===== config.mk =====
export PLATFORM = sky130hd
export DESIGN_NAME = fifo_stream_out_flat
export DESIGN_NICKNAME = d
export VERILOG_FILES = /design/src/rtl/fifo_stream_out_if.sv /design/src/rtl/fifo_stream_out.sv /design/src/flat_wrapper.sv
export SDC_FILE = /design/constraint.sdc
export NUM_CORES = 1
export LEC_CHECK = 0
export CAP_MARGIN = 20
export CORE_AREA = 2 2 72 74
export DETAILED_ROUTE_END_ITERATION = 16
export DIE_AREA = 0 0 74 76
export PLACE_DENSITY = 0.73
export SYNTH_ARGS = -nofsm -noshare
export SYNTH_HDL_FRONTEND = slang
export SYNTH_SLANG_ARGS = --single-unit

===== constraint.sdc =====
create_clock -name Clock -period 1.6 [get_ports Clock]
set_clock_uncertainty 0.05 [all_clocks]
set_input_delay 0.24 -clock Clock [delete_from_list [all_inputs] [get_ports Clock]]
set_output_delay 0.24 -clock Clock [all_outputs]
set_load 0.01 [all_outputs]

===== src/rtl/fifo_stream_out_if.sv =====
// Stream side of the FIFO drain stage: a plain valid/ready word stream.
// A word transfers on a rising Clock edge where Out_valid && Out_ready; while Out_valid is high and Out_ready low, Out_valid and Out_data hold.
interface fifo_stream_out_if #(
    parameter int DATA_WIDTH = 8
);
    logic                  Out_valid;
    logic                  Out_ready;
    logic [DATA_WIDTH-1:0] Out_data;

    modport master (
        output Out_valid,
        output Out_data,
        input  Out_ready
    );

    modport slave (
        input  Out_valid,
        input  Out_data,
        output Out_ready
    );
endinterface


===== src/rtl/fifo_stream_out.sv =====
// Drains a synchronous FIFO (1-cycle read latency) into a valid/ready stream
// through a 3-entry skid buffer, with flush, transfer counter and overflow flag.
module fifo_stream_out #(
    parameter int DATA_WIDTH = 8,
    parameter int CNT_WIDTH  = 16
) (
    input  logic                  Clock,
    input  logic                  Fifo_rst,
    input  logic                  Fifo_empty,
    output logic                  Fifo_rd_en,
    input  logic [DATA_WIDTH-1:0] Fifo_rd_data,
    input  logic                  Flush,
    fifo_stream_out_if.master     out_if,
    output logic [CNT_WIDTH-1:0]  Xfer_count,
    output logic                  Overflow_err
);

    logic [DATA_WIDTH-1:0] buf_mem [3];
    logic [1:0]            head;
    logic [1:0]            tail;
    logic [1:0]            occ;
    logic                  inflight;
    logic                  push;
    logic                  pop;
    logic                  wr_ok;

    function automatic logic [1:0] next_ptr(input logic [1:0] p);
        return (p == 2'd2) ? 2'd0 : p + 2'd1;
    endfunction

    // Read only when the word can be guaranteed a slot: occ + inflight never exceeds 3.
    // Out_ready is deliberately absent so there is no combinational ready-to-read path.
    assign Fifo_rd_en = !Fifo_rst && !Fifo_empty && !Flush &&
                        (({1'b0, occ} + {2'b00, inflight}) <= 3'd2);

    assign pop   = out_if.Out_valid && out_if.Out_ready;
    assign push  = inflight && !Flush;
    assign wr_ok = push && ((occ != 2'd3) || pop);

    assign out_if.Out_valid = (occ != 2'd0);
    assign out_if.Out_data  = buf_mem[head];

    always_ff @(posedge Clock or posedge Fifo_rst) begin
        if (Fifo_rst) begin
            for (int i = 0; i < 3; i++) buf_mem[i] <= '0;
            head         <= 2'd0;
            tail         <= 2'd0;
            occ          <= 2'd0;
            inflight     <= 1'b0;
            Xfer_count   <= '0;
            Overflow_err <= 1'b0;
        end else begin
            inflight <= Fifo_rd_en;
            // A handshake in the flush cycle still counts.
            if (pop) Xfer_count <= Xfer_count + 1'b1;
            if (Flush) begin
                head <= 2'd0;
                tail <= 2'd0;
                occ  <= 2'd0;
            end else begin
                if (push && !wr_ok) Overflow_err <= 1'b1;
                if (wr_ok) begin
                    buf_mem[tail] <= Fifo_rd_data;
                    tail          <= next_ptr(tail);
                end
                if (pop) head <= next_ptr(head);
                case ({wr_ok, pop})
                    2'b10:   occ <= occ + 2'd1;
                    2'b01:   occ <= occ - 2'd1;
                    default: occ <= occ;
                endcase
            end
        end
    end

endmodule


===== src/flat_wrapper.sv =====
// flat-port wrapper written by rule: the top's interface ports become plain ports
module fifo_stream_out_flat 
#(
    parameter int DATA_WIDTH = 8,
    parameter int CNT_WIDTH  = 16
)
  (Clock, Fifo_rst, Fifo_empty, Fifo_rd_en, Fifo_rd_data, Flush, Xfer_count, Overflow_err, out_if_Out_valid, out_if_Out_data, out_if_Out_ready);
  fifo_stream_out_if #(.DATA_WIDTH(DATA_WIDTH)) out_if_i ();
  input  logic Clock;
  input  logic Fifo_rst;
  input  logic Fifo_empty;
  output logic Fifo_rd_en;
  input  logic [DATA_WIDTH-1:0] Fifo_rd_data;
  input  logic Flush;
  output logic [CNT_WIDTH-1:0] Xfer_count;
  output logic Overflow_err;
  output wire logic [$bits(out_if_i.Out_valid)-1:0] out_if_Out_valid;
  output wire logic [$bits(out_if_i.Out_data)-1:0] out_if_Out_data;
  input wire logic [$bits(out_if_i.Out_ready)-1:0] out_if_Out_ready;
  assign out_if_Out_valid = out_if_i.Out_valid;
  assign out_if_Out_data = out_if_i.Out_data;
  assign out_if_i.Out_ready = out_if_Out_ready;
  fifo_stream_out #(.DATA_WIDTH(DATA_WIDTH), .CNT_WIDTH(CNT_WIDTH)) u_core (.Clock(Clock), .Fifo_rst(Fifo_rst), .Fifo_empty(Fifo_empty), .Fifo_rd_en(Fifo_rd_en), .Fifo_rd_data(Fifo_rd_data), .Flush(Flush), .out_if(out_if_i), .Xfer_count(Xfer_count), .Overflow_err(Overflow_err));
endmodule

==> results.yml, run 1 <==
status:
  status: "complete, but fails checks"
  violations: "setup timing"
global_routing:
  grt_pass1_wl_microns: 7900
  grt_max_degree: 49
  antenna_found_initial: 0
  grt_pass1_vias: 1708
  grt-ovfl-total: 0
  track_usage_pct: 17.90
sta:
  worstMarginPinSlew_ns: 0.2563
  slew_violations: 0
  max_freq_ghz: 0.5181
  hold_ws_ns: 0.4016
  setup_violations: 30
  rsz0062_at_grt: "yes"
  hold_viol: 0
  finalCritPeriodShare_pct: 120.6
  finalWorstSetupSlack_ns: -0.3302
  slew_headroom_pct: 82.77
  finalCriticalPeriod_ns: 1.930
critical_path:
  critPathRequiredTime_ns: 1.31
  rr_worst_depth: 6
  ff2ff_setup_slack_ns: -0.11
  cp-start-kind: "flip-flop"
  arrival_ns: 1.64
  r2r-start: "u_core.occ[1]"
  cp-end-kind: "primary output"
  cp_max_fo: 2
  r2r-end: "u_core.buf_mem[10]"
  worstSetupPathType: "flip-flop to primary output"
floorplan:
  die_w_microns: 74
  boundaryPins: 40
  fp.dieArea_sq_um: 5624
  start_util_pct: 44.63
  num_rows: 26
  core_area_sq_um: 4912
  fp.dieH_microns: 76
power_and_ir_drop:
  power.total_w: 0.002782
  p_leak_nw: 1.518
  powerDensity_nw_per_um2: 876.9
  irDropWorstVdd_mv: 0.5002
placed_design:
  dpl.cell_count: 310
  place_congestion: 0.7561
  dp_hpwl_microns: 3143
  portBuffers: 39
drt:
  drc: 0
  via_count: 1649
  drt_pre_antenna_iters: 4
  drt-vias-per-instance: 4.982
  drt_iter0_drc: 53
  ant_nets: 0
  finalWirelength_microns: 4834
  routedWlPerCell_microns: 14.60
finish:
  post_layout_nonfiller_instances: 331
  areaGrowthSynthToFinish_pct: 44.75
  final_cell_mix: "dfrtp_1, clkdlybuf4s50_1, buf_4, mux2_2, xnor2_1"
  nNetsFinal: 277
  drive_gt1_share_pct: 40.61
  diodes: 0
  layout.cells.most_common: "dfrtp_1"
clock_network:
  clockBufferDepth: 2
  htreeDepth: 2
  path_clk_slew_ns: 0.09
  clkLatencyLatePin_ns: 0.30
  numClockSinks: 48
  numCtsBuffers: 5
  cts_tree: "built"
  cts_root_buf: "clkbuf_8"
synth:
  yosysWarnings: 0
  synth_area_leaders: "dfrtp_1, mux2_2, xnor2_1"
  syn_area_sq_um: 2192
  ys_ff_latch: 48
  syn_area_per_cell_sq_um: 11.98
  synth_seq_area_share_pct: 54.79
  synth.distinct_cells: 32
  netlist.area_leader.share_pct: 54.79
  syn_nets: 200
  syn_inst: 183
  synth_top_area_cell: "dfrtp_1"
min_path:
  min-delay-path-class: "input port to asynchronous set/reset pin"
run:
  drv_cap: 0
==> flip-flops by register name, indices dropped and copies added (netlist names) <==
register and count:
u_core.buf_mem 24, u_core.Xfer_count 16, u_core.head 2, u_core.occ 2, u_core.tail 2, u_core.Overflow_err 1, u_core.inflight 1
==> Yosys cell counts (all sizes together) <==
cell type,count
nand3b,2
o2111ai,1
mux2,25
nor3b,1
o211ai,1
nor4,1
nor2,8
nand2,15
o21ai,11
and3,2
nand2b,2
nor2b,2
o21a,1
or2,1
inv,7
nand4,3
o41ai,1
a21oi,6
mux2i,8
and4,2
xor2,4
nand3,5
xnor2,12
ha,4
buf,1
a311oi,1
nor3,2
clkbuf,5
dfrtp,48
and2,1
==> worst max-delay path, cell delays in order, from the launching register on <==
cell	delay, ns
dfrtp_1	0.38
ha_2	0.23
inv_2	0.06
ha_4	0.25
a21oi_2	0.05
nor4_2	0.18
buf_2	0.19
==> cell families (layout without fill, tap and decap cells) <==
logic type / count (synthesis) / count (layout) / synth area share (%)
multiplexers: 33 / 33 / 16.50
adder cells (fa/ha/maj): 4 / 4 / 2.283
XOR/XNOR: 16 / 16 / 6.392
AO/OA/AOI/OAI: 22 / 22 / 6.564
AND/OR/NAND/NOR: 47 / 47 / 11.24
buffers and inverters: 13 / 91 / 2.226
flip-flops: 48 / 48 / 54.79
==> worst max path at each step <==
| stage | start | endpoint | slack, ns | depth (start not counted) |
|---|---|---|---|---|
| detailed placement | out_if_Out_ready | u_core.buf_mem[4] | -0.43 | 5 |
| finish | u_core.occ[0] | Fifo_rd_en | -0.33 | 6 |
| global placement | out_if_Out_ready | u_core.buf_mem[3] | -0.42 | 5 |
| CTS | u_core.inflight | Fifo_rd_en | -0.38 | 6 |
| floorplan | u_core.occ[1] | u_core.buf_mem[0] | -0.005 | 4 |
| global route | u_core.occ[0] | Fifo_rd_en | -0.43 | 6 |
==> layer usage <==
metal / wire [microns] / share of wire, % / global-route usage [%] / vias to the layer above
li1: - / - / - / 783
met1: 2198 / 45 / 23.16 / 835
met2: 2424 / 50 / 29.38 / 23
met3: 131 / 2.7 / 3.307 / 8
met4: 80 / 1.7 / 6.909 / 0
met5: 0 / 0 / 0 / -
==> cell type report <==
class | instances | area (sq um)
Multi-Input combinational cell | 122 | 1075
Fill cell | 393 | 1739
Clock buffer | 8 | 90.09
Timing Repair Buffer | 76 | 689.4
Tap cell | 70 | 87.58
Inverter | 7 | 26.28
Sequential cell | 48 | 1205
==> where the power goes <==
part,leakage [nW],switching (W),internal [W]
Clock,0.0455,0.000390,0.000353
Sequential,0.630,0.0000854,0.00134
Combinational,0.843,0.000262,0.000350
==> per-stage QoR <==
step / area [sq um] / worst slack (ns) / utilization (%) / setup TNS, ns
after floorplan: 2198 / -0.004895 / - / -0.06206
after global placement: 2846 / -0.4177 / 57.95 / -11.43
after detailed placement: 2846 / -0.4280 / 57.95 / -11.71
after CTS: 3073 / -0.3788 / 62.56 / -3.061
after global routing: 3173 / -0.4346 / 64.60 / -3.479
final: 3173 / -0.3302 / 64.60 / -1.862
==> repair_timing <==
action | CTS | global route
buffers inserted | 13 | 7
resized for setup | 64 | 28
setup endpoints to repair | 36 | 46
pin swaps | 3 | 12
hold buffers | 0 | 0
(Power assumes the default switching activity.)
==> run 2, diff against run 1 <==
- CAP_MARGIN: 20 -> 40
- CELL_PAD_IN_SITES_DETAIL_PLACEMENT: unset -> 1
- CELL_PAD_IN_SITES_GLOBAL_PLACEMENT: unset -> 1
- CORE_AREA: 2 2 72 74 -> 2 2 80 82
- DIE_AREA: 0 0 74 76 -> 0 0 82 84
- PLACE_DENSITY: 0.73 -> unset
- PLACE_DENSITY_LB_ADDON: unset -> 0.1
==> run 2 against run 1 <==
  * The run still ends with setup timing left
  * Maximum frequency up 3.7%
  * Routed wire length up 18%
  * Final cell count up 3.9%
  * Clock power up 4.4%
  * Combinational power up 5.6%
  * Worst setup slack better by 0.070 ns
  * Sequential share of layout area down 1.7 points
  * Global-route usage down 0.32 points
  * Critical path depth unchanged
  * Cell area up 4.6%
  * Largest power group unchanged
==> results.yml, run 2 (synthesized netlist as in run 1, its figures left out) <==
status:
  status: "complete, but fails checks"
  violations: "setup timing"
drt:
  drt_pre_antenna_iters: 4
  drc: 0
  routedWlPerCell_microns: 16.56
  ant_nets: 0
  drt_iter0_drc: 36
  drt-vias-per-instance: 4.939
  via_count: 1699
  finalWirelength_microns: 5698
clock_network:
  clockBufferDepth: 2
  cts_root_buf: "clkbuf_8"
  clkLatencyLatePin_ns: 0.30
  path_clk_slew_ns: 0.09
  numCtsBuffers: 5
  htreeDepth: 2
  cts_tree: "built"
  numClockSinks: 48
placed_design:
  dpl.cell_count: 313
  portBuffers: 39
  place_congestion: 0.7557
  dp_hpwl_microns: 3550
min_path:
  hold-path-cell-count: 2
  min-delay-path-class: "input port to flip-flop"
sta:
  worstMarginPinSlew_ns: 0.3501
  finalWorstSetupSlack_ns: -0.2606
  finalCriticalPeriod_ns: 1.861
  setup_violations: 35
  slew_headroom_pct: 76.57
  slew_violations: 0
  rsz0062_at_grt: "yes"
  finalCritPeriodShare_pct: 116.3
  hold_viol: 0
  finalSetupTns_ns: -2.571
  max_freq_ghz: 0.5374
finish:
  final_cell_mix: "dfrtp_1, buf_4, mux2_2, clkdlybuf4s50_1, xnor2_1"
  largest_register: "u_core.buf_mem"
  layout.cells.most_common: "dfrtp_1"
  nNetsFinal: 283
  areaGrowthSynthToFinish_pct: 51.43
  diodes: 0
  post_layout_nonfiller_instances: 344
  largest_reg_flops: 24
  reg_top3: "u_core.buf_mem x24, u_core.Xfer_count x16"
  drive_gt1_share_pct: 44.57
floorplan:
  num_rows: 29
  fp.dieArea_sq_um: 6888
  start_util_pct: 35.96
  die_w_microns: 82
  core_area_sq_um: 6096
  fp.dieH_microns: 84
  boundaryPins: 40
critical_path:
  cp-start-kind: "flip-flop"
  cp-end-kind: "primary output"
  worstSetupPathType: "flip-flop to primary output"
  rr_worst_depth: 5
  cp_max_fo: 2
  arrival_ns: 1.57
  critPathRequiredTime_ns: 1.31
global_routing:
  grt-ovfl-total: 0
  grt_max_degree: 49
  track_usage_pct: 17.58
  antenna_found_initial: 0
  grt_pass1_wl_microns: 9239
  grt_pass1_vias: 1906
power_and_ir_drop:
  irDropWorstVdd_mv: 0.5127
  powerDensity_nw_per_um2: 861.7
  p_leak_nw: 1.644
run:
  drv_cap: 0
run 2: cell count changes in the layout (fill, tap and decap cells not counted), moves of 2 or more:
cell / delta
buf_4: +5
clkdlybuf4s50_1: -4
buf_6: -3
dlymetal6s2s_1: +3
buf_12: +2
clkbuf_1: -2
nand2_1: -2
nand2_2: +2
run 2: repair_timing:
action                                 4_1_cts  5_1_grt
pin swaps                                    6        5
gates resized for setup                     56       47
hold buffers                                 0        0
endpoints found under the hold margin        0        0
cloned                                       1        0
buffers inserted                            15        9
setup endpoints to repair                   41       45
run 2: layout make-up:
type	count	area [sq um]
well taps	77	96.34
repair buffers	81	744.5
inverters	7	26.28
multi-input cells	123	1152
clock buffers	6	82.58
fillers	644	2776
clock inverters	2	13.76
flip-flops and latches	48	1204
run 2: metrics by stage:
stage	setup WS, ns	util, %	hold WS, ns	total power, W	instance area, sq um
after floorplan	-0.004895	-	0.2834	0.001717	2198
after global placement	-0.4806	46.55	0.4089	0.002027	2838
after global routing	-0.3503	54.45	0.1870	0.003026	3319
after detailed placement	-0.5485	46.55	0.4119	0.002052	2838
after CTS	-0.4108	50.31	0.4104	0.002831	3067
final	-0.2606	54.45	0.1854	0.002860	3319
run 2: path summary, 6_finish.rpt:
check | start | end | slack (ns)
worst max-delay path | u_core.inflight | Fifo_rd_en | -0.26
worst min-delay path | Flush | u_core.inflight | 0.19
worst max register to register | u_core.occ[1] | u_core.buf_mem[5] | -0.13
worst min register to register | u_core.Overflow_err | u_core.Overflow_err | 0.44
max in group asynchronous | Fifo_rst | u_core.occ[1] | 0.81
min in group asynchronous | Fifo_rst | u_core.buf_mem[22] | 0.43
run 2: worst max-delay path, stage by stage (launching register included):
cell and delay (ns):
dfrtp_1 0.37, ha_2 0.22, inv_2 0.05, ha_4 0.27, a21oi_4 0.05, nor4_4 0.14
buf_2 0.17
run 2: where the power goes:
group	total, W	switching [W]	internal, W
Sequential	0.00144	0.0000967	0.00134
Combinational	0.000646	0.000291	0.000355
Clock	0.000776	0.000422	0.000354
Total	0.00286	0.000810	0.00205
run 2: metal layers:
layer / routed length, microns / vias up / global-route usage (%)
li1: - / 804 / -
met1: 2316 / 862 / 21.52
met2: 3104 / 28 / 30.01
met3: 203 / 5 / 4.221
met4: 74 / 0 / 5.455
met5: 0 / - / 0
